--- config.mk ---
export PLATFORM = sky130hd
export DESIGN_NAME = peripheral_msi_slave_port_bb
export DESIGN_NICKNAME = d
export VERILOG_FILES = /design/src/rtl/peripheral_msi_slave_port_bb.sv
export SDC_FILE = /design/constraint.sdc
export NUM_CORES = 1
export LEC_CHECK = 0
export ABC_AREA = 1
export CAP_MARGIN = 25
export CORE_AREA = 5 5 396 398
export CTS_CLUSTER_DIAMETER = 60
export DETAILED_ROUTE_END_ITERATION = 10
export DIE_AREA = 0 0 401 403
export SKIP_LAST_GASP = 1
export SLEW_MARGIN = 20
export SYNTH_ARGS = -nofsm -noshare
export SYNTH_HDL_FRONTEND = slang
export SYNTH_SLANG_ARGS = --single-unit
--- constraint.sdc ---
create_clock -name HCLK -period 7.2 [get_ports HCLK]
set_input_delay 1.44 -clock HCLK [delete_from_list [all_inputs] [get_ports HCLK]]
set_output_delay 1.44 -clock HCLK [all_outputs]
set_load 0.02 [all_outputs]
--- src/rtl/peripheral_msi_slave_port_bb.sv ---
// Per-slave stage of the MSI AHB-Lite switch: priority/round-robin arbitration
// across master ports, address/data-phase muxing, and the slave return path.
module peripheral_msi_slave_port_bb #(
  parameter int PLEN    = 64,
  parameter int XLEN    = 64,
  parameter int MASTERS = 5
) (
  input  logic                           HRESETn,
  input  logic                           HCLK,

  input  logic [MASTERS-1:0][2:0]        mst_priority,
  input  logic [MASTERS-1:0]             mst_HSEL,
  input  logic [MASTERS-1:0][PLEN-1:0]   mst_HADDR,
  input  logic [MASTERS-1:0][XLEN-1:0]   mst_HWDATA,
  input  logic [MASTERS-1:0]             mst_HWRITE,
  input  logic [MASTERS-1:0][2:0]        mst_HSIZE,
  input  logic [MASTERS-1:0][2:0]        mst_HBURST,
  input  logic [MASTERS-1:0][3:0]        mst_HPROT,
  input  logic [MASTERS-1:0][1:0]        mst_HTRANS,
  input  logic [MASTERS-1:0]             mst_HMASTLOCK,
  input  logic [MASTERS-1:0]             mst_HREADY,
  input  logic [MASTERS-1:0]             can_switch,

  output logic [MASTERS-1:0]             master_granted,
  output logic [XLEN-1:0]                mst_HRDATA,
  output logic                           mst_HREADYOUT,
  output logic                           mst_HRESP,

  output logic                           slv_HSEL,
  output logic [PLEN-1:0]                slv_HADDR,
  output logic [XLEN-1:0]                slv_HWDATA,
  output logic                           slv_HWRITE,
  output logic [2:0]                     slv_HSIZE,
  output logic [2:0]                     slv_HBURST,
  output logic [3:0]                     slv_HPROT,
  output logic [1:0]                     slv_HTRANS,
  output logic                           slv_HMASTLOCK,
  output logic                           slv_HREADY,
  input  logic [XLEN-1:0]                slv_HRDATA,
  input  logic                           slv_HREADYOUT,
  input  logic                           slv_HRESP
);
  localparam int         MASTER_BITS = (MASTERS > 1) ? $clog2(MASTERS) : 1;
  localparam logic [1:0] IDLE        = 2'b00;

  logic [MASTERS-1:0]     owner, dp_owner, req, winner;
  logic [MASTER_BITS-1:0] last_idx, owner_idx, win_idx;
  logic                   dp_valid, grant_en, found;
  logic [2:0]             best;
  logic [XLEN-1:0]        wdata_mux;

  assign req = mst_HSEL;

  // Scan starts just past the last winner; strict '>' keeps the first equal-priority hit.
  always_comb begin
    int idx;
    idx     = 0;
    found   = 1'b0;
    best    = '0;
    win_idx = '0;
    for (int k = 1; k <= MASTERS; k++) begin
      idx = (int'(last_idx) + k) % MASTERS;
      if (req[idx] && (!found || mst_priority[idx] > best)) begin
        found   = 1'b1;
        best    = mst_priority[idx];
        win_idx = MASTER_BITS'(idx);
      end
    end
    winner = '0;
    if (found) winner[win_idx] = 1'b1;
  end

  always_comb begin
    owner_idx = '0;
    for (int i = 0; i < MASTERS; i++)
      if (owner[i]) owner_idx = MASTER_BITS'(i);
  end

  // A locked owner that has not released keeps the bus even if it drops HSEL.
  assign grant_en = slv_HREADYOUT
                  & ((|(owner & can_switch)) | ~(|(owner & req)))
                  & ~(|(owner & mst_HMASTLOCK & ~can_switch));

  assign master_granted = owner;

  assign slv_HSEL      = mst_HSEL[owner_idx];
  assign slv_HADDR     = mst_HADDR[owner_idx];
  assign slv_HWRITE    = mst_HWRITE[owner_idx];
  assign slv_HSIZE     = mst_HSIZE[owner_idx];
  assign slv_HBURST    = mst_HBURST[owner_idx];
  assign slv_HPROT     = mst_HPROT[owner_idx];
  assign slv_HMASTLOCK = mst_HMASTLOCK[owner_idx];
  assign slv_HTRANS    = mst_HSEL[owner_idx] ? mst_HTRANS[owner_idx] : IDLE;
  assign slv_HREADY    = dp_valid ? slv_HREADYOUT : mst_HREADY[owner_idx];

  // AND-OR mux so an empty data-phase owner drives zero write data.
  always_comb begin
    wdata_mux = '0;
    for (int i = 0; i < MASTERS; i++)
      if (dp_owner[i]) wdata_mux = wdata_mux | mst_HWDATA[i];
  end
  assign slv_HWDATA = wdata_mux;

  assign mst_HRDATA    = slv_HRDATA;
  assign mst_HREADYOUT = slv_HREADYOUT;
  assign mst_HRESP     = slv_HRESP;

  always_ff @(posedge HCLK or negedge HRESETn) begin
    if (!HRESETn) begin
      owner    <= {{(MASTERS-1){1'b0}}, 1'b1};
      last_idx <= '0;
      dp_owner <= '0;
      dp_valid <= 1'b0;
    end else begin
      if (grant_en && |req) begin
        owner    <= winner;
        last_idx <= win_idx;
      end
      if (slv_HREADY) begin
        dp_valid <= slv_HSEL & (slv_HTRANS != IDLE);
        dp_owner <= owner;
      end
    end
  end
endmodule

==> run metrics, run 1 <==
commonest cells in the netlist nand2_1, o22ai_1, nand3_1; Hold Buf Count CTS 0; critical path class flop to flop; FF-to-FF Start last_idx[1]$_DFFE_PN0P_; Least-Margin Pin Slew roughly 1.1 ns; Tcrit/Tclk final 0.908; DRT Wirelength about 130000 um; Final Max Tran Viols 0; IO Pins between 1000 and 1500; minimum clock period ~6.5 ns; H-Tree Depth 1; Final setup violation count 0; Fin Setup TNS 0 ns; core area about 150000 um2; Synth cell types 48; crit-path max cell delay around 0.44 ns; clk_lat worst skew ~0.24 ns; Final Skew around 0.0012 ns; Yosys top cell by area nand2_1; largest net degree at the start of global routing ~130; Worst VDD drop around 0.68 mV; Peak Freq ~150 MHz; Starting Density 0.0512; Hold Fails Final Rpt 0; sequential area share after synthesis 0.0449; port bufs 892; mean routed wirelength per cell approximately 30 um; Final ANT Viol Nets 0; Async SR Flop Fraction 1.00; residual DRC count 0; Die Span Y roughly 400 um; syn nets approximately 2200; antenna violations before repair 65; Max Root-Sink Buffers 2; Reg clk slew, reported paths about 0.050 ns; Clock Tree Root clkbuf_16; Synth Register Bits 14; RePlAce Congestion roughly 0.9; Place WS 0.220 ns; layout cells sized above 1 0.0769; PD cells between 700 and 800 nW/um2; die width around 400 um; Clock Sink Count 14; Slew headroom 0.265; initial DRC count around 1300; CTS tree built; Synth top area share 0.133; Worst Hold Depth 2; crit start category flop; Reg2Reg Setup Slack 0.66 ns; total global-route track usage 0.147; Max Cap Viol 0; Detailed Place HPWL 116000 um; final worst-path setup slack ~0.66 ns; Die Area 162000 um2; status complete, no violations; Primary FF master, synth dfrtp_1; Synth warnings 0; Min-Delay Path Class flop to flop; final hold slack about 0.51 ns; met1 track demand over resource 0.154; CP Data Arrival Time 6.67 ns; # rows around 140; grt met2 use 0.278; Syn Area/Cell approximately 5.7 um2; area growth from synthesis to layout 147%; GRT overflow 0; Hold Path End dp_valid$_DFFE_PN0P_; Via-to-Cell Ratio 3.46; worst-path fanout max 9; CTS buffer count 3; min-delay src dp_valid$_DFFE_PN0P_; grt met3 use 0.0669; via count approximately 15000; r2r worst-path depth 52; Netlist Area Pre-Place between 7000 and 8000 um2; Crit. End Element flop; first-pass GRT wire length between 150000 and 200000 um; vias in the first global route 14613; TritonRoute pass-1 iters 7; synth top area cells nand2_1, o22ai_1, a221oi_1; Critical Path Most Common Cell nand2_1; grt peak-use layer met2; most common cell in the netlist nand2_1; number of nets in the layout 3027; Req. time, crit path 7.33 ns; slowest CP cell dfrtp_2; Synth Instances 1376; Worst R2R End master_granted[3]$_DFFE_PN0P_; Post-synth EDFFs 0; leakage between 6 and 7 nW; total power draw about 14 mW
-- cells in the final DEF, fill, tap and decap left out, drive strengths merged, types with 8 or more instances in the layout --
cell type      instances
a21oi                100
a221oi                73
a22o                  64
buf                   82
clkdlybuf4s50        892
dfrtp                 13
diode                 17
ha                    34
inv                   78
nand2                303
nand3                128
nand4                  8
nor2                 122
nor3                  11
o211ai                10
o21ai                 80
o22ai                155
-- kinds of logic after synthesis --
| kind of cell | Yosys count | synth area share |
|---|---|---|
| simple gates | 576 | 0.316 |
| compound gates | 498 | 0.423 |
| buf+inv | 249 | 0.154 |
| fa+ha+maj | 34 | 0.0543 |
| flops | 14 | 0.0449 |
| xor+xnor | 5 | 0.00734 |
-- repair_timing --
| action | CTS | global route |
|---|---|---|
| setup buffers | 0 | 3 |
| setup endpoints to repair | 0 | 8 |
| gates resized for setup | 0 | 34 |
-- sequential cells by signal, indices dropped and copies added, names as in the netlist --
| register | count |
|---|---|
| dp_owner | 5 |
| master_granted | 5 |
| last_idx | 3 |
| dp_valid | 1 |
-- area by class of cell --
class	count	area, um2
Tap cell	2044	2560
Clock buffer	4	88.8
Inverter	79	300
Fill cell	17720	134000
Timing Repair Buffer	974	9580
Antenna cell	17	42.5
Multi-Input combinational cell	1113	6410
Sequential cell	14	360
-- worst max-delay path by stage --
stage / startpoint / to / depth (start not counted)
4_1_cts: last_idx[1]$_DFFE_PN0P_ / master_granted[3]$_DFFE_PN0P_ / 49
3_5_place_dp: mst_HSEL[3] / last_idx[0]$_DFFE_PN0P_ / 40
5_1_grt: last_idx[0]$_DFFE_PN0P_ / master_granted[1]$_DFFE_PN0P_ / 54
2_1_floorplan: last_idx[0]$_DFFE_PN0P_ / master_granted[2]$_DFFE_PN0P_ / 51
3_3_place_gp: mst_HSEL[2] / master_granted[3]$_DFFE_PN0P_ / 43
6_report: last_idx[1]$_DFFE_PN0P_ / master_granted[3]$_DFFE_PN0P_ / 52
-- critical path, delay by kind of cell, from the launching register on --
family / cells / cell delay, ns
AND/OR/NAND/NOR: 31 / 2.63
adder cells (fa/ha/maj): 6 / 1.78
AO/OA/AOI/OAI: 9 / 0.91
buffers and inverters: 6 / 0.67
flip-flops: 1 / 0.44
-- routing by layer --
layer	vias to the layer above	routed length (um)
met4	20	1870
met2	993	66200
met1	6892	44500
met5	-	131
li1	6614	-
met3	155	14400
-- metrics by stage --
stage	util	cell area [um2]	std cells
global placement	0.125	19100	4221
global route	0.126	19300	4230
finish	0.126	19300	4245
detailed placement	0.125	19100	4221
CTS	0.125	19200	4225
floorplan	-	7840	1376
-- power by group --
group | total, mW | internal [mW] | switching [mW] | leakage (nW)
sequential | 0.289 | 0.134 | 0.156 | 0.164
combinational | 13.9 | 4.94 | 8.95 | 6.75
clock | 0.117 | 0.0842 | 0.0325 | 0.0443
total | 14.3 | 5.16 | 9.14 | 6.96
No activity file was read; power rests on OpenSTA's default activity.
==> inputs of run 2 (changes only) <==
--- a/config.mk
+++ b/config.mk
@@ -7,10 +7,11 @@
 export LEC_CHECK = 0
 export ABC_AREA = 1
 export CAP_MARGIN = 25
-export CORE_AREA = 5 5 396 398
+export CORE_AREA = 2 2 401 403
 export CTS_CLUSTER_DIAMETER = 60
 export DETAILED_ROUTE_END_ITERATION = 10
-export DIE_AREA = 0 0 401 403
+export DIE_AREA = 0 0 403 405
+export REMOVE_ABC_BUFFERS = 1
 export SKIP_LAST_GASP = 1
 export SLEW_MARGIN = 20
 export SYNTH_ARGS = -nofsm -noshare
==> constraint.sdc (replaced) <==
create_clock -name HCLK -period 6.5 [get_ports HCLK]
set_input_delay 1.3 -clock HCLK [delete_from_list [all_inputs] [get_ports HCLK]]
set_output_delay 1.3 -clock HCLK [all_outputs]
set_load 0.02 [all_outputs]
==> run metrics, run 2 (synthesis results as in run 1) <==
Least-Margin Pin Slew 1.14 ns (was 1.09 ns); Req. time, crit path 6.69 ns (was 7.33 ns); Die Span Y 405 um (was 403 um); fin area 20100 um2 (was 19300 um2); met2 wire length 51600 um (was 66200 um); Crit. End Element flop (unchanged); worst-path fanout max 7 (was 9); Die Area 163000 um2 (was 162000 um2); total global-route track usage 0.132 (was 0.147); PD cells 868 nW/um2 (was 739 nW/um2); Detailed Place HPWL 101000 um (was 116000 um); first-pass GRT wire length 143000 um (was 157000 um); Tcrit/Tclk final 0.971 (was 0.908); Via-to-Cell Ratio 3.48 (was 3.46); critical path class flop to flop (unchanged); IO Pins 1023 (unchanged); largest net degree at the start of global routing 151 (was 126); TritonRoute pass-1 iters 7 (unchanged); antenna violations before repair 56 (was 65); dpl cells 4288 (was 4221); Hold Buf Count CTS 0 (unchanged); clk_lat worst skew 0.26 ns (was 0.24 ns); commonest cells after routing, fill and taps aside clkdlybuf4s50_1, nand2_1, o22ai_1, nand3_1, nor2_1 (unchanged); Peak Freq 158 MHz (was 153 MHz); Hold Fails Final Rpt 0 (unchanged); GRT overflow 0 (unchanged); Clock Tree Root clkbuf_16 (unchanged); Reg clk slew, reported paths 0.05 ns (about the same); core area 159000 um2 (was 153000 um2); area growth from synthesis to layout 157% (was 147%); port bufs 892 (unchanged); RSZ-0062 raised after global routing yes; Final Skew 0.00450 ns (was 0.00125 ns); crit-path max cell delay 0.45 ns (was 0.44 ns); Critical Path Most Common Cell nand2_4 (was nand2_1); Final ANT Viol Nets 0 (unchanged); final cell count without fillers 4312 (was 4245); H-Tree Depth 1 (unchanged); die width 403 um (was 401 um); Worst VDD drop 0.892 mV (was 0.679 mV); mean routed wirelength per cell 26.8 um (was 30.0 um); commonest non-fill, non-tap cell in the layout clkdlybuf4s50_1 (unchanged); Metal-1 WL 51400 um (was 44500 um); Fill cells 18454 (was 17720); crit start category flop (unchanged); leakage 7.23 nW (was 6.96 nW); minimum clock period 6.31 ns (was 6.54 ns); # rows 147 (was 144); Max Cap Viol 0 (unchanged); Starting Density 0.0492 (was 0.0512); fin util 0.126 (about the same); Placed Area 19400 um2 (was 19100 um2); top sig layer met5 (unchanged); slowest CP cell dfrtp_2 (unchanged); layout cells sized above 1 0.122 (was 0.0769); number of nets in the layout 3064 (was 3027); vias in the first global route 14208 (was 14613); RePlAce Congestion 0.975 (was 0.916); Clock Sink Count 14 (unchanged); Final Max Tran Viols 0 (unchanged); residual DRC count 0 (unchanged); CP Data Arrival Time 6.51 ns (was 6.67 ns); DRT Wirelength 116000 um (was 127000 um); status complete, no violations (unchanged); via count 15005 (was 14674); met3 WL post-DR 11200 um (was 14400 um); Slew headroom 0.242 (was 0.265); Final setup violation count 0 (unchanged); CTS tree built (unchanged); Max Root-Sink Buffers 2 (unchanged); Min-Delay Path Class flop to flop (unchanged); initial DRC count 1345 (was 1281); CTS buffer count 3 (unchanged)
==> run 2: cell count changes in the layout (fill, tap and decap cells not counted), moves of 9 or more <==
cell | previous run | this run
diode_2 | 17 | 5
nand2_1 | 276 | 253
nand2_2 | 22 | 34
ha_1 | 31 | 22
buf_4 | 79 | 107
nand2_4 | 5 | 15
==> run 2: worst max-delay path, delay by kind of cell, from the launching register on <==
family,cells,cell delay [ns]
and+or+nand+nor,34,2.87
buffers and inverters,6,0.52
adders and majority gates,6,1.49
AOI/OAI and AO/OA,8,0.91
DFF,1,0.45
==> run 2: power breakdown <==
part / total [mW] / switching, mW / internal (mW)
Clock: 0.137 / 0.0429 / 0.0937
Combinational: 16.8 / 10.0 / 6.72
Sequential: 0.577 / 0.429 / 0.148
==> run 2: timing repair <==
item                       4_1_cts  5_1_grt
resized for setup               26      116
buffers inserted                 3       13
pin swaps                       13       52
setup endpoints to repair        8        8
==> run 2: metal layers <==
layer  global-route usage  vias up
met2                0.210      997
met5              0.00268        -
met3               0.0442      127
met1                0.179     7189
li1                     -     6668
met4              0.00992       24
==> run 2: layout make-up <==
type                    count  area [um2]  share of cell area
diodes                      5        12.5            0.000622
clock buffers               4        88.8             0.00441
inverters                  79         304              0.0151
multi-input cells        1113        6830               0.340
flip-flops and latches     14         370              0.0184
well taps                2086        2610               0.130
repair buffers           1011        9910               0.492
==> run 2: path summary, 6_finish.rpt <==
path / startpoint / cells past startpoint / end / slack (ns)
setup / recovery: last_idx[1]$_DFFE_PN0P_ / 54 / master_granted[1]$_DFFE_PN0P_ / 0.19
hold / removal: dp_valid$_DFFE_PN0P_ / 2 / dp_valid$_DFFE_PN0P_ / 0.52
setup reg to reg: last_idx[1]$_DFFE_PN0P_ / 54 / master_granted[1]$_DFFE_PN0P_ / 0.19
hold reg to reg: dp_valid$_DFFE_PN0P_ / 2 / dp_valid$_DFFE_PN0P_ / 0.52
max in group asynchronous: HRESETn / 1 / dp_owner[3]$_DFFE_PN0P_ / 4.42
min in group asynchronous: HRESETn / 1 / dp_owner[1]$_DFFE_PN0P_ / 1.50
==> run 2: per-stage QoR <==
step	hold slack, ns	power [mW]	setup TNS, ns	worst slack (ns)
finish	0.518	17.5	0	0.186
global route	0.558	18.8	-1.47	-0.232
CTS	0.517	15.3	0	0.0109
detailed placement	0.503	14.7	-1.90	-0.266
global placement	0.490	14.7	-1.56	-0.225
floorplan	0.469	7.76	-874.98	-11.34
